File: config.mk
export PLATFORM = sky130hd
export DESIGN_NAME = sat_counter
export DESIGN_NICKNAME = d
export VERILOG_FILES = /design/src/rtl/state_seq_checker_sat_counter.sv
export SDC_FILE = /design/constraint.sdc
export NUM_CORES = 1
export LEC_CHECK = 0
export BUFFER_PORTS_ARGS = -buffer_cell sky130_fd_sc_hd__buf_2
export CAP_MARGIN = 20
export CORE_AREA = 2 2 39 41
export DETAILED_ROUTE_END_ITERATION = 10
export DIE_AREA = 0 0 41 43
export PLACE_DENSITY_LB_ADDON = 0.08
export SLEW_MARGIN = 15
export SYNTH_ARGS = -nofsm -noshare
export SYNTH_HDL_FRONTEND = slang
export SYNTH_SLANG_ARGS = --single-unit
File: constraint.sdc
create_clock -name clk -period 2.17 [get_ports clk]
set_input_delay 0.1085 -clock clk [delete_from_list [all_inputs] [get_ports clk]]
set_output_delay 0.1085 -clock clk [all_outputs]
set_load 0.01 [all_outputs]
File: src/rtl/state_seq_checker_sat_counter.sv
// sat_counter
//   Saturating up-counter. Holds at all-ones instead of wrapping.
//   Ports:
//     clk   in   clock, rising edge
//     rst_n in   asynchronous active-low reset (count -> 0)
//     clr   in   synchronous clear, wins over inc
//     inc   in   increment request for this cycle
//     cnt   out  W-bit count
module sat_counter #(
    parameter int unsigned W = 8
) (
    input  logic         clk,
    input  logic         rst_n,
    input  logic         clr,
    input  logic         inc,
    output logic [W-1:0] cnt
);

    always_ff @(posedge clk or negedge rst_n) begin
        if (!rst_n) begin
            cnt <= '0;
        end else if (clr) begin
            cnt <= '0;
        end else if (inc && (cnt != '1)) begin
            cnt <= cnt + 1'b1;
        end
    end

endmodule

==> flow_metrics.py <==
metrics = {
    "timing": {
        "hold_viol": 0,
        "finalSetupTns_ps": 0,
        "worst_pin_slew_ps": 369,
        "fin_crit_sh": 0.785,
        "finalSetupViolCount": 0,
        "rsz0062_at_grt": "false",
        "slew_headroom": 0.748,
        "finClkSkew_ps": 3.30,
        "layout_min_cycle_time_ps": 1700,
        "drv_slew": 0,
        "fmax_ghz": 0.587,
    },
    "finish": {
        "largest_register_ffs": 8,
        "biggestRegsByFlops": "cnt: 8 flops",
        "area_delta_synth_final_pct": 21.3,
        "fillers": 145,
        "drive_above_1_share": 0.290,
        "antennaDiodeCount": 0,
        "multi_input_area_sq_um": 248,
        "layout.nets": 69,
        "final_cells": 78,
        "layout_common_cells": "11 x buf_2, 8 x dfrtp_1, 4 x nor3_1",
        "final_core_util": 0.407,
        "layout_commonest_cell": "buf_2",
        "top_register": "cnt",
        "register_area_sq_um": 200,
    },
    "placed_design": {
        "gp_congestion": 0.759,
        "dp_hpwl_um": 757,
        "placed_cells": 74,
        "io_buffers": 11,
    },
    "worst_setup_path": {
        "cp-startpoint": "cnt[0]",
        "worst-setup-path-type": "register to register",
        "worstReg2RegStart": "cnt[0]",
        "startpoint_type": "register",
        "cp_max_fo": 7,
        "critPathArrivalTime_ps": 1850,
        "cp.required_ps": 2310,
        "cp-end-kind": "register",
    },
    "logic_synthesis": {
        "yosys_warnings": 0,
        "synth_top_family_by_area": "simple AND/OR/NAND/NOR gates",
        "avgSynthCellArea_sq_um": 9.47,
        "syn_nets": 54,
        "synth_mux_area_frac": 0.0701,
        "syn_inst": 49,
        "synth_adder_area_share": 0.0270,
        "seq_area_frac_synth": 0.431,
        "synth-compound-area-share": 0.127,
        "synth_cell_types": 28,
        "ys_ff_latch": 8,
        "synth-xor-area-share": 0,
        "syn_area_sq_um": 464,
        "yosys.area_share.simple": 0.310,
    },
    "power": {
        "vdd_ir_drop_max_v": 0.000291,
        "power.density_nw_per_um2": 545,
        "leakage_nw": 0.259,
    },
    "global_route": {
        "grt_max_degree": 12,
        "gr-total-overflow": 0,
        "grt_pass1_vias": 377,
        "grt_use_total": 0.146,
        "grt_pass1_wl_mm": 1.73,
        "antenna_found_initial": 0,
    },
    "clocking": {
        "cts_setup_buffers": 0,
        "cts_max_level": 1,
        "cts_resized": 0,
        "cts_buffers": 3,
        "cts_root_buffer": "clkbuf_4",
        "clkTransAtPathRegs_ps": 60,
        "clock_path_buffers": 2,
        "clk_latency_ps": 260,
        "cts_sinks": 8,
        "cts_tree": "done",
    },
    "drt": {
        "first_iter_violations": 3,
        "vias_per_cell": 5.62,
        "drt-pass1-iter-count": 4,
        "drcViolationCount": 0,
        "wire_per_inst_um": 13.8,
        "vias": 438,
        "ant_nets": 0,
        "routed_wl_mm": 1.08,
    },
    "hold_path": {
        "hold_start": "clr",
        "hold_path_class": "primary input to register",
    },
    "floorplanning": {
        "rows": 14,
        "fp.dieH_um": 43,
        "core_sq_um": 1380,
        "die-area_sq_um": 1760,
        "die_w_um": 41,
        "io_pins": 12,
        "start_util": 0.335,
    },
    "flow_run": {
        "maxCapViolCount": 0,
    },
    "run_status": {
        "status": "complete, no violations",
    },
}
[cell usage after synthesis]
cell / instances / share of area
a21oi_1: 3 / 0.032
clkbuf_1: 1 / 0.0081
nor3_1: 4 / 0.043
or3_1: 1 / 0.013
nor2b_1: 3 / 0.040
nor4_1: 1 / 0.013
a21boi_1: 1 / 0.016
a31oi_1: 1 / 0.013
and4_1: 1 / 0.019
a41oi_1: 1 / 0.019
nand4_1: 1 / 0.013
buf_2: 1 / 0.011
mux2_2: 2 / 0.049
a211oi_1: 1 / 0.016
nor3b_1: 1 / 0.016
nand3_2: 1 / 0.022
nor2_1: 2 / 0.016
mux2i_1: 1 / 0.022
ha_1: 1 / 0.027
inv_1: 2 / 0.016
a2111oi_0: 1 / 0.019
o21ai_0: 1 / 0.011
nand2_1: 2 / 0.016
and3_1: 1 / 0.013
nand3_1: 2 / 0.022
dfrtp_1: 8 / 0.43
and4_2: 1 / 0.022
nand2b_1: 3 / 0.040
[critical path: stages (launching register included)]
cell and delay, ps:
dfrtp_1 430, ha_1 300, and4_2 290, a21boi_1 220, mux2_2 360
[through the flow]
| stage | worst slack (ps) | power, mW | hold WS (ps) | instance area [sq um] |
|---|---|---|---|---|
| 5_1_grt | 349 | 0.322 | 186 | 563 |
| 6_report | 466 | 0.307 | 168 | 563 |
| 4_1_cts | 450 | 0.312 | 162 | 563 |
| 2_1_floorplan | 536 | 0.177 | -187 | 464 |
| 3_5_place_dp | 460 | 0.189 | -33.0 | 531 |
| 3_3_place_gp | 518 | 0.189 | -32.8 | 531 |
[layout make-up]
| class | instances | share of cell area |
|---|---|---|
| Sequential cell | 8 | 0.356 |
| Timing Repair Buffer | 12 | 0.116 |
| Tap cell | 16 | 0.0356 |
| Clock buffer | 3 | 0.0400 |
| Multi-Input combinational cell | 37 | 0.440 |
| Inverter | 2 | 0.0133 |
[cell families (layout without fill, tap and decap cells)]
kind of cell | count (synthesis) | after routing
AOI/OAI and AO/OA | 9 | 9
adders and majority gates | 1 | 1
buffers and inverters | 4 | 17
DFF | 8 | 8
muxes | 3 | 3
and+or+nand+nor | 24 | 24
[worst paths after layout]
path | depth (start not counted) | slack [ps] | to
worst min register to register | 2 | 580 | cnt[7]
worst max-delay path | 4 | 470 | cnt[0]
worst max register to register | 4 | 470 | cnt[0]
min in group asynchronous | 2 | 220 | cnt[7]
max in group asynchronous | 2 | 1770 | cnt[4]
worst min-delay path | 2 | 170 | cnt[7]
[routing by layer]
metal	wire (um)	GRT usage	share of wire	up-vias
li1	-	-	-	210
met1	566	0.200	0.52	209
met2	442	0.197	0.41	17
met3	61	0.0628	0.056	2
met4	11	0.0600	0.010	0
met5	0	0	0	-
[power by group]
group	leakage (nW)	total, mW	internal, mW	switching (mW)
Combinational	0.135	0.0295	0.0127	0.0167
Clock	0.0138	0.120	0.0637	0.0559
Sequential	0.110	0.158	0.153	0.00508
[what timing repair did]
| item | 4_1_cts | 5_1_grt |
|---|---|---|
| setup endpoints to repair | 0 | 0 |
| endpoints found under the hold margin | 8 | 0 |
| hold buffers | 1 | 0 |
(Power assumes the default switching activity.)
